<file path="config.mk">
export PLATFORM = sky130hd
export DESIGN_NAME = mem_bus_arbiter_flat
export DESIGN_NICKNAME = d
export VERILOG_FILES = /design/src/rtl/mem_bus_arbiter_if.sv /design/src/rtl/mem_bus_arbiter.sv /design/src/flat_wrapper.sv
export SDC_FILE = /design/constraint.sdc
export NUM_CORES = 2
export LEC_CHECK = 0
export CELL_PAD_IN_SITES_DETAIL_PLACEMENT = 0
export CELL_PAD_IN_SITES_GLOBAL_PLACEMENT = 1
export CORE_AREA = 4 4 514 516
export CTS_CLUSTER_DIAMETER = 200
export DETAILED_ROUTE_END_ITERATION = 7
export DIE_AREA = 0 0 518 520
export GPL_TIMING_DRIVEN = 0
export MAX_ROUTING_LAYER = met4
export PLACE_DENSITY = 0.56
export SYNTH_ARGS = -nofsm -noshare
export SYNTH_HDL_FRONTEND = slang
export SYNTH_SLANG_ARGS = --single-unit
</file>
<file path="constraint.sdc">
create_clock -name clk -period 3.25 [get_ports clk]
set_clock_uncertainty 0.05 [all_clocks]
set_input_delay 0.65 -clock clk [delete_from_list [all_inputs] [get_ports clk]]
set_output_delay 0.65 -clock clk [all_outputs]
set_load 0.01 [all_outputs]
</file>
<file path="src/rtl/mem_bus_arbiter_if.sv">
// ---------------------------------------------------------------------------
// mem_bus_arbiter_if
// System-bus side of the cache/bus arbiter: request channel (address and
// write-data beats) and response channel (read-data beats).
//
// Signals
//   bus_reqcyc   request beat valid            (arbiter -> bus)
//   bus_req      address or write-data beat    (arbiter -> bus)
//   bus_reqtag   {op, target, 8'h00}           (arbiter -> bus)
//   bus_reqack   bus accepted the request beat (bus -> arbiter)
//   bus_respcyc  response beat valid           (bus -> arbiter)
//   bus_respack  response beat accepted        (arbiter -> bus)
//   bus_resp     response data                 (bus -> arbiter)
//   bus_resptag  response tag                  (bus -> arbiter)
//
// Modports
//   master : the arbiter
//   slave  : the bus / memory model
// ---------------------------------------------------------------------------
interface mem_bus_arbiter_if #(
    parameter int BUS_DATA_WIDTH = 64,
    parameter int BUS_TAG_WIDTH  = 13
);
    logic                      bus_reqcyc;
    logic [BUS_DATA_WIDTH-1:0] bus_req;
    logic [BUS_TAG_WIDTH-1:0]  bus_reqtag;
    logic                      bus_reqack;
    logic                      bus_respcyc;
    logic                      bus_respack;
    logic [BUS_DATA_WIDTH-1:0] bus_resp;
    logic [BUS_TAG_WIDTH-1:0]  bus_resptag;

    modport master (
        output bus_reqcyc,
        output bus_req,
        output bus_reqtag,
        output bus_respack,
        input  bus_reqack,
        input  bus_respcyc,
        input  bus_resp,
        input  bus_resptag
    );

    modport slave (
        input  bus_reqcyc,
        input  bus_req,
        input  bus_reqtag,
        input  bus_respack,
        output bus_reqack,
        output bus_respcyc,
        output bus_resp,
        output bus_resptag
    );
endinterface

</file>
<file path="src/rtl/mem_bus_arbiter.sv">
// ---------------------------------------------------------------------------
// mem_bus_arbiter
// Arbitrates block requests from the instruction and data caches onto the
// system bus. Each transfer is one address beat followed by BEATS data beats:
// reads are cache-line fills returned as one BLOCKSZ-bit block with a
// one-cycle valid pulse, writes are dirty-line writebacks.
//
// Ports
//   clk, reset          clock, synchronous active-high reset
//   i_req/i_addr        icache fill request (level, held until i_valid)
//   i_valid             one-cycle pulse: blk_data holds the icache fill
//   d_req/d_we/d_addr   dcache request; d_we=1 writeback, 0 fill
//   d_wdata             writeback block, captured at grant
//   d_valid             one-cycle pulse: dcache fill ready / writeback done
//   blk_data            last completed fill block
//   bus                 system bus (mem_bus_arbiter_if.master)
//
// Configuration
//   ROUND_ROBIN_EN  undefined: dcache has fixed priority on a tie.
//                   defined:   a tie goes to the client not served last.
// ---------------------------------------------------------------------------
module mem_bus_arbiter #(
    parameter int ADDR_W         = 64,
    parameter int BUS_DATA_WIDTH = 64,
    parameter int BUS_TAG_WIDTH  = 13,
    parameter int BLOCKSZ        = 512
) (
    input  logic               clk,
    input  logic               reset,
    input  logic               i_req,
    input  logic [ADDR_W-1:0]  i_addr,
    output logic               i_valid,
    input  logic               d_req,
    input  logic               d_we,
    input  logic [ADDR_W-1:0]  d_addr,
    input  logic [BLOCKSZ-1:0] d_wdata,
    output logic               d_valid,
    output logic [BLOCKSZ-1:0] blk_data,
    mem_bus_arbiter_if.master  bus
);

    localparam int BEATS  = BLOCKSZ / BUS_DATA_WIDTH;
    localparam int BEAT_W = $clog2(BEATS);
    localparam logic [BEAT_W-1:0] LAST_BEAT  = BEAT_W'(BEATS - 1);
    localparam logic [3:0]        TAG_MEMORY = 4'b0001;

    typedef enum logic [2:0] {
        ST_IDLE  = 3'd0,
        ST_ADDR  = 3'd1,
        ST_WDATA = 3'd2,
        ST_RESP  = 3'd3,
        ST_DONE  = 3'd4
    } state_t;

    state_t              state_r;
    logic                grant_d_r;   // 1 = dcache owns the current transfer
    logic                op_read_r;   // 1 = fill, 0 = writeback
    logic [BLOCKSZ-1:0]  wdata_r;     // writeback block, shifted down one word per beat
    logic [BLOCKSZ-1:0]  fill_buf_r;  // fill assembly, words shifted in from the top
    logic [BEAT_W-1:0]   beat_r;
    logic                grant_d_s;
    logic                grant_read_s;
    logic                unused_bits_s;

    // Align an address to the start of its 64-byte block.
    function automatic logic [ADDR_W-1:0] block_align(input logic [ADDR_W-1:0] addr);
        return {addr[ADDR_W-1:6], 6'b000000};
    endfunction

    // Response tags are not checked; the low address bits are forced to zero.
    assign unused_bits_s = ^{bus.bus_resptag, i_addr[5:0], d_addr[5:0]};

`ifdef ROUND_ROBIN_EN
    logic last_d_r;  // 1 = dcache won the most recent grant

    // Remember the most recent winner so that ties alternate between clients.
    always_ff @(posedge clk) begin
        if (reset) begin
            last_d_r <= 1'b0;
        end else if ((state_r == ST_IDLE) && (i_req || d_req)) begin
            last_d_r <= grant_d_s;
        end
    end
`endif

    // Pick the winner among the pending requests seen in IDLE.
    always_comb begin
        grant_d_s = 1'b0;
        if (d_req && i_req) begin
`ifdef ROUND_ROBIN_EN
            grant_d_s = ~last_d_r;
`else
            grant_d_s = 1'b1;
`endif
        end else if (d_req) begin
            grant_d_s = 1'b1;
        end else begin
            grant_d_s = 1'b0;
        end
    end

    // An icache grant is always a fill; a dcache grant follows d_we.
    always_comb begin
        grant_read_s = 1'b1;
        if (grant_d_s) begin
            grant_read_s = ~d_we;
        end else begin
            grant_read_s = 1'b1;
        end
    end

    // Response beats are only accepted while a fill is collecting data.
    assign bus.bus_respack = (state_r == ST_RESP) ? bus.bus_respcyc : 1'b0;

    // Transfer sequencer: grant, address beat, data beats, completion pulse.
    always_ff @(posedge clk) begin
        if (reset) begin
            state_r        <= ST_IDLE;
            grant_d_r      <= 1'b0;
            op_read_r      <= 1'b0;
            wdata_r        <= '0;
            fill_buf_r     <= '0;
            beat_r         <= '0;
            i_valid        <= 1'b0;
            d_valid        <= 1'b0;
            blk_data       <= '0;
            bus.bus_reqcyc <= 1'b0;
            bus.bus_req    <= '0;
            bus.bus_reqtag <= '0;
        end else begin
            i_valid <= 1'b0;
            d_valid <= 1'b0;
            case (state_r)
                ST_IDLE: begin
                    if (i_req || d_req) begin
                        grant_d_r      <= grant_d_s;
                        op_read_r      <= grant_read_s;
                        wdata_r        <= d_wdata;
                        beat_r         <= '0;
                        bus.bus_reqcyc <= 1'b1;
                        bus.bus_req    <= grant_d_s ? block_align(d_addr) : block_align(i_addr);
                        bus.bus_reqtag <= {grant_read_s, TAG_MEMORY, 8'h00};
                        state_r        <= ST_ADDR;
                    end
                end
                ST_ADDR: begin
                    if (bus.bus_reqack) begin
                        if (op_read_r) begin
                            bus.bus_reqcyc <= 1'b0;
                            bus.bus_req    <= '0;
                            bus.bus_reqtag <= '0;
                            state_r        <= ST_RESP;
                        end else begin
                            // First data word goes out right behind the address.
                            bus.bus_req <= wdata_r[BUS_DATA_WIDTH-1:0];
                            wdata_r     <= wdata_r >> BUS_DATA_WIDTH;
                            state_r     <= ST_WDATA;
                        end
                    end
                end
                ST_WDATA: begin
                    if (bus.bus_reqack) begin
                        if (beat_r == LAST_BEAT) begin
                            bus.bus_reqcyc <= 1'b0;
                            bus.bus_req    <= '0;
                            bus.bus_reqtag <= '0;
                            beat_r         <= '0;
                            state_r        <= ST_DONE;
                        end else begin
                            bus.bus_req <= wdata_r[BUS_DATA_WIDTH-1:0];
                            wdata_r     <= wdata_r >> BUS_DATA_WIDTH;
                            beat_r      <= beat_r + 1'b1;
                        end
                    end
                end
                ST_RESP: begin
                    if (bus.bus_respcyc) begin
                        // Word 0 arrives first; after BEATS shifts it sits at the bottom.
                        fill_buf_r <= {bus.bus_resp, fill_buf_r[BLOCKSZ-1:BUS_DATA_WIDTH]};
                        if (beat_r == LAST_BEAT) begin
                            beat_r  <= '0;
                            state_r <= ST_DONE;
                        end else begin
                            beat_r <= beat_r + 1'b1;
                        end
                    end
                end
                ST_DONE: begin
                    if (grant_d_r) begin
                        d_valid <= 1'b1;
                    end else begin
                        i_valid <= 1'b1;
                    end
                    // Writebacks leave the last fill block visible.
                    if (op_read_r) begin
                        blk_data <= fill_buf_r;
                    end
                    state_r <= ST_IDLE;
                end
                default: begin
                    state_r <= ST_IDLE;
                end
            endcase
        end
    end

endmodule

</file>
<file path="src/flat_wrapper.sv">
// flat-port wrapper written by rule: the top's interface ports become plain ports
module mem_bus_arbiter_flat 
#(
    parameter int ADDR_W         = 64,
    parameter int BUS_DATA_WIDTH = 64,
    parameter int BUS_TAG_WIDTH  = 13,
    parameter int BLOCKSZ        = 512
)
  (clk, reset, i_req, i_addr, i_valid, d_req, d_we, d_addr, d_wdata, d_valid, blk_data, bus_bus_reqcyc, bus_bus_req, bus_bus_reqtag, bus_bus_respack, bus_bus_reqack, bus_bus_respcyc, bus_bus_resp, bus_bus_resptag);
  mem_bus_arbiter_if #(.BUS_DATA_WIDTH(BUS_DATA_WIDTH), .BUS_TAG_WIDTH(BUS_TAG_WIDTH)) bus_i ();
  input  logic clk;
  input  logic reset;
  input  logic i_req;
  input  logic [ADDR_W-1:0] i_addr;
  output logic i_valid;
  input  logic d_req;
  input  logic d_we;
  input  logic [ADDR_W-1:0] d_addr;
  input  logic [BLOCKSZ-1:0] d_wdata;
  output logic d_valid;
  output logic [BLOCKSZ-1:0] blk_data;
  output wire logic [$bits(bus_i.bus_reqcyc)-1:0] bus_bus_reqcyc;
  output wire logic [$bits(bus_i.bus_req)-1:0] bus_bus_req;
  output wire logic [$bits(bus_i.bus_reqtag)-1:0] bus_bus_reqtag;
  output wire logic [$bits(bus_i.bus_respack)-1:0] bus_bus_respack;
  input wire logic [$bits(bus_i.bus_reqack)-1:0] bus_bus_reqack;
  input wire logic [$bits(bus_i.bus_respcyc)-1:0] bus_bus_respcyc;
  input wire logic [$bits(bus_i.bus_resp)-1:0] bus_bus_resp;
  input wire logic [$bits(bus_i.bus_resptag)-1:0] bus_bus_resptag;
  assign bus_bus_reqcyc = bus_i.bus_reqcyc;
  assign bus_bus_req = bus_i.bus_req;
  assign bus_bus_reqtag = bus_i.bus_reqtag;
  assign bus_bus_respack = bus_i.bus_respack;
  assign bus_i.bus_reqack = bus_bus_reqack;
  assign bus_i.bus_respcyc = bus_bus_respcyc;
  assign bus_i.bus_resp = bus_bus_resp;
  assign bus_i.bus_resptag = bus_bus_resptag;
  mem_bus_arbiter #(.ADDR_W(ADDR_W), .BUS_DATA_WIDTH(BUS_DATA_WIDTH), .BUS_TAG_WIDTH(BUS_TAG_WIDTH), .BLOCKSZ(BLOCKSZ)) u_core (.clk(clk), .reset(reset), .i_req(i_req), .i_addr(i_addr), .i_valid(i_valid), .d_req(d_req), .d_we(d_we), .d_addr(d_addr), .d_wdata(d_wdata), .d_valid(d_valid), .blk_data(blk_data), .bus(bus_i));
endmodule
</file>
### After elaboration in Yosys (flattened, before gate mapping)

Index checks and enable logic that the tools add are counted.
Widths: inputs -> output; s select.

* add/sub/neg operators: 1
* mux-type cells: 43
* equality and inequality tests: 13
* bitwise gates (word level): 2
* reduce and logical (&&, ||, !) cells: 14

Operators with widths (number)
* $mux 512: 5
* $pmux 512 s3: 1
* $mux 64: 6
* $pmux 64 s3: 1
* $mux 13: 5
* $pmux 13 s3: 1
* $mux 3: 9
* $mux 1: 12
* $pmux 3 s4: 1
* $reduce_and 4->1: 3
* $reduce_and 6->1: 2
* $ne 2x2->1 const B: 5
* $pmux 3 s3: 1
* $eq 3x2->1 const B: 2
* $eq 3x3->1 const B: 2
* $ne 2x1->1 const B: 3
* $reduce_and 2->1: 3
* $reduce_bool 3->1: 2
* $add 3x1->3 const B: 1
* $eq 3x1->1 const B: 1
* $logic_not 3->1: 1
* $pmux 1 s3: 1
* $not 1->1: 2
* $reduce_or 2->1: 1
* other kinds (2): 2

* word-level logic and storage cells: 85
* output and inout bits: 593
* input bits: 724
* bits in registers: 1624

### Longest topological paths before layout

* depth after elaboration: 5
* gate-level depth with buffers: 9
* depth with buffers taken out: 6

### Worst setup path after synthesis

Ideal clock, no wire load.

* kind: in2reg
* start: in d_req
* end: reg u_core.wdata_r[126]
* library setup time: 0.086 ns
* buffers on the path: 4
* stages: 8
* path slack: 1.016 ns
* data required time: 3.114 ns
* data arrival time: 2.097 ns
* cells stage by stage: buf_2 -> or2_1 -> a32oi_2 -> buf_4 -> nor2_4 -> buf_2 -> buf_4 -> a211oi_1

* cells in the longest elaborated chain, start to end: 3

Ends and longest elaborated chain
* start: declaration: line flat_wrapper.sv:16 `input logic d_req;`
* $logic_or 1x1->1: line mem_bus_arbiter.sv:135 `if (i_req || d_req) begin`
* $ne 2x1->1 (no line)
* $reduce_and 6->1 (no line)
* end signal: assignment: line mem_bus_arbiter.sv:138 `wdata_r <= d_wdata;`
* end signal: assignment: line mem_bus_arbiter.sv:156 `wdata_r <= wdata_r >> BUS_DATA_WIDTH;`
* end signal: assignment: line mem_bus_arbiter.sv:171 `wdata_r <= wdata_r >> BUS_DATA_WIDTH;`
* end: declaration: line mem_bus_arbiter.sv:58 `logic [BLOCKSZ-1:0] wdata_r;`

Every way passes these cells.
A chain may end at the register's enable or synchronous reset.

### Final worst setup path

* start: reg u_core.state_r[1]
* end: reg u_core.wdata_r[443]

* cells in the longest elaborated chain, start to end: 3
* elaborated cells between the ends (all ways): 11
* those cells by class: eq/ne (7); mux (1); reduce/logical (3)

Ends and longest elaborated chain
* start: declaration: line mem_bus_arbiter.sv:55 `state_t state_r;`
* start signal: assignment: line mem_bus_arbiter.sv:118 `state_r <= ST_IDLE;`
* start signal: assignment: line mem_bus_arbiter.sv:143 `state_r <= ST_ADDR;`
* start signal: assignment: line mem_bus_arbiter.sv:152 `state_r <= ST_RESP;`
* $eq 3x2->1, or another cell as far along: line mem_bus_arbiter.sv:133 `case (state_r)`
* $ne 2x2->1 (no line), or another cell as far along
* $reduce_and 6->1 (no line)

Parallel ways exist; a longest one is shown, timed or not.

==> flow_summary.rst <==
.. list-table::
   :header-rows: 1

   * - Metric
     - Value
   * - Relative slew slack
     - 0.0967
   * - Distinct cell type count after synthesis
     - 42
   * - Critical-path cell list
     - buf_2 > xor2_1 > nand2_1 > buf_4 > clkbuf_1 > mux2i_1 > a211oi_1
   * - TritonCTS clock tree
     - built
   * - Final core occ
     - 0.333
   * - Number of iterations in the first detailed-routing pass
     - 7
   * - Antenna violations before repair
     - 114
   * - Detailed-placement wirelength estimate
     - 264000 microns
   * - Unrepaired setup endpoints after global routing
     - false
   * - Number of top-level pins
     - 1317
   * - Maximum achievable frequency
     - 313 MHz
   * - Count of maximum capacitance violations
     - 0
   * - Die width
     - 518 microns
   * - Warning count from the yosys run
     - 0
   * - Final count of pins violating max slew
     - 0
   * - GR Util All Layers
     - 0.237
   * - Data arrival time at the worst-slack endpoint
     - 3.89 ns
   * - Slowest cell delay on critical path
     - 1.03 ns
   * - Cell type of the slowest stage on the worst timing path
     - sky130_fd_sc_hd__clkbuf_1
   * - Final setup violating endpoints
     - 0
   * - Measured slew at the worst slew-check pin
     - 1.35 ns
   * - Detail-routed net length per standard cell
     - 26.2 microns
   * - Routability congestion estimate from global placement
     - 0.925
   * - Master cell of the clock root buffer
     - sky130_fd_sc_hd__clkbuf_16
   * - Number of clock buffers inserted by TritonCTS
     - 190
   * - Violation count after the first detailed-routing iteration
     - 3941
   * - Floorplan core area
     - 0.259 sq mm
   * - Starting density of the core
     - 0.240
   * - R2R Setup Slk
     - 0.06 ns
   * - Setup crit start kind
     - flop
   * - Placed cell count
     - 11.9k
   * - Vias in the first global route
     - 58.1k
   * - Post-layout minimum cycle time
     - 3.19 ns
   * - Critical setup path kind
     - reg2reg
   * - Post-detailed-route via-to-cell ratio
     - 4.72
   * - Number of antenna-violating nets in the routed design
     - 0
   * - Post-Syn Instances
     - 7228
   * - Power density relative to cell area
     - 612 mW/mm^2
   * - Avg Cell Area, Syn
     - 8.62 sq um
   * - Most frequent cells in the layout
     - sky130_fd_sc_hd__nand2_1, sky130_fd_sc_hd__dfxtp_1, sky130_fd_sc_hd__a21oi_1
   * - Clock latency at the later pin of the worst-skew pair
     - 0.85 ns
   * - Fin cells
     - 12.3k
   * - First-pass GRT wire length
     - 447000 microns
   * - # hold bufs at CTS
     - 0
   * - Number of hold-slack violations in the final timing report
     - 0
   * - Cell leakage power
     - 30.1 nW
   * - Die ar.
     - 0.269 sq mm
   * - Data required time at the worst endpoint
     - 3.95 ns
   * - Number of port buffers
     - 1278
   * - Final routed DRC violation total
     - 0
   * - Critical path peak fanout
     - 10
   * - Max Buffers Root-to-Sink
     - 3
   * - Maximum number of pins on one net before global-route repair
     - 17
   * - Synth-to-Final Area Change
     - 38.5%
   * - Register clock-pin slew on the reported worst setup and hold paths
     - 0.06 ns
   * - Overall overflow remaining after global route
     - 0
   * - Final period utilization
     - 0.982
   * - Maximum vdd ir drop
     - 0.000521 V
   * - Routed via count
     - 58.2k
   * - Seq cells post-synth
     - 1612
   * - Standard-cell row count
     - 187
   * - Post-synthesis instance area
     - 0.0623 sq mm
   * - WHS
     - 0.269 ns
   * - Most frequent standard cell in the layout excluding fill and tap cells
     - sky130_fd_sc_hd__nand2_1
   * - Fraction of layout instances using a drive strength above 1
     - 0.0899
   * - Die outline height
     - 520 microns
   * - Count of nets after finishing
     - 9440
   * - Max H-tree Level
     - 4
   * - Total Wirelength
     - 324000 microns
   * - Outcome
     - finished clean
   * - Type of the tightest min-delay check
     - in2reg
   * - Share of synthesized area occupied by flip-flops and latches
     - 0.518
   * - CP Capture Type
     - flop
   * - Total number of clock tree sinks
     - 1612
==> sequential cells by signal, indices dropped and copies added (netlist names) <==
signal and flops:
u_core.blk_data 512, u_core.fill_buf_r 512, u_core.wdata_r 512, u_core.bus.bus_req 64, u_core.beat_r 3, u_core.state_r 3, u_core.bus.bus_reqtag 2, u_core.d_valid 1
u_core.grant_d_r 1, u_core.i_valid 1, u_core.op_read_r 1
==> final cells by class <==
cell class                 count  area [sq um]
inverter                       2          15.0
antenna                       71           178
multi-input combinational   4936         27100
sequential                  1612         32300
fill                       27300        173000
clock buffer                 282          5520
clock inverter                65          1030
tap                         3402          4260
timing repair buffer        1283         12900
buffer                       688          3030
==> metrics by stage <==
step | instance area (sq um) | power, mW | setup slack [ns] | TNS (ns)
final | 86300 | 52.8 | 0.0578 | 0
after global routing | 86300 | 54.7 | 0.00252 | 0
after CTS | 86100 | 53.3 | 0.00985 | 0
after detailed placement | 79500 | 30.9 | -1.51 | -602.69
after global placement | 79400 | 30.8 | -2.62 | -1984.45
after floorplan | 62300 | 27.1 | 1.02 | 0
==> report_power, final <==
group / switching [mW] / internal, mW / leakage, nW
Sequential: 1.05 / 21.1 / 13.1
Combinational: 4.99 / 3.47 / 13.9
Clock: 9.19 / 13.0 / 3.17
Total: 15.2 / 37.6 / 30.1
==> cells by family (layout without fill, tap and decap cells) <==
group / after synthesis / after routing / share of synthesized area
simple gates: 2275 / 2275 / 0.142
compound gates: 2139 / 2139 / 0.209
flops: 1612 / 1612 / 0.518
buf+inv: 690 / 2320 / 0.0478
mux: 507 / 507 / 0.0826
fa+ha+maj: 3 / 3 / 0.000602
other cells: 1 / 82 / 0.0000602
xor+xnor: 1 / 1 / 0.000141
==> synthesized netlist by cell type (all sizes together) <==
cell	n	share of area
a21oi	1554	0.12
and3	2	0.00020
a32o	1	0.00016
nor4	1	0.00010
a22oi	2	0.00024
ha	3	0.00060
inv	2	0.00012
a211oi	448	0.069
dfxtp	1612	0.52
buf	252	0.021
nand4bb	1	0.00018
mux2i	449	0.072
nand3	9	0.00072
a2111oi	1	0.00014
nand2	2063	0.12
mux2	58	0.010
a32oi	1	0.00026
conb	1	0.000060
nor3b	2	0.00024
or3b	3	0.00042
xor2	1	0.00014
o21ai	69	0.0055
a21o	2	0.00024
o21bai	1	0.00012
nor2	62	0.0039
or2	1	0.00010
nand4	66	0.0066
a311oi	1	0.00014
nand3b	2	0.00024
nor3	61	0.0050
o21ba	1	0.00016
clkbuf	436	0.026
nor2b	2	0.00020
a221oi	58	0.0082
==> metal layers <==
layer / up-vias / track usage / share of wire
met1: 28100 / 0.296 / 0.44
met2: 1742 / 0.373 / 0.45
met4: 0 / 0.0792 / 0.038
li1: 28000 / - / -
met3: 445 / 0.0592 / 0.065
met5: - / - / 0
==> repair_timing <==
action                                  4_1_cts  5_1_grt
endpoints found under the setup margin      532       44
setup buffers                                 0        2
resized for setup                            18       11
gates cloned                                  0        0
hold endpoints to repair                      0        0
==> worst max-delay path: cells and delay by family, from the launching register on <==
kind | cells | cell delay [ns]
flip-flops | 1 | 0.29
AND/OR/NAND/NOR | 1 | 0.29
XOR/XNOR | 1 | 0.19
multiplexers | 1 | 0.37
AO/OA/AOI/OAI | 1 | 0.33
buffers and inverters | 3 | 1.61
==> path summary, 6_finish.rpt <==
| check | start | endpoint | cells past startpoint |
|---|---|---|---|
| min | bus_bus_resp[33] | u_core.fill_buf_r[481] | 3 |
| max | u_core.state_r[1] | u_core.wdata_r[443] | 7 |
| min reg2reg | u_core.fill_buf_r[12] | u_core.blk_data[12] | 2 |
| max reg2reg | u_core.state_r[1] | u_core.wdata_r[443] | 7 |
Note: power is estimated with default switching activity, not from simulation.
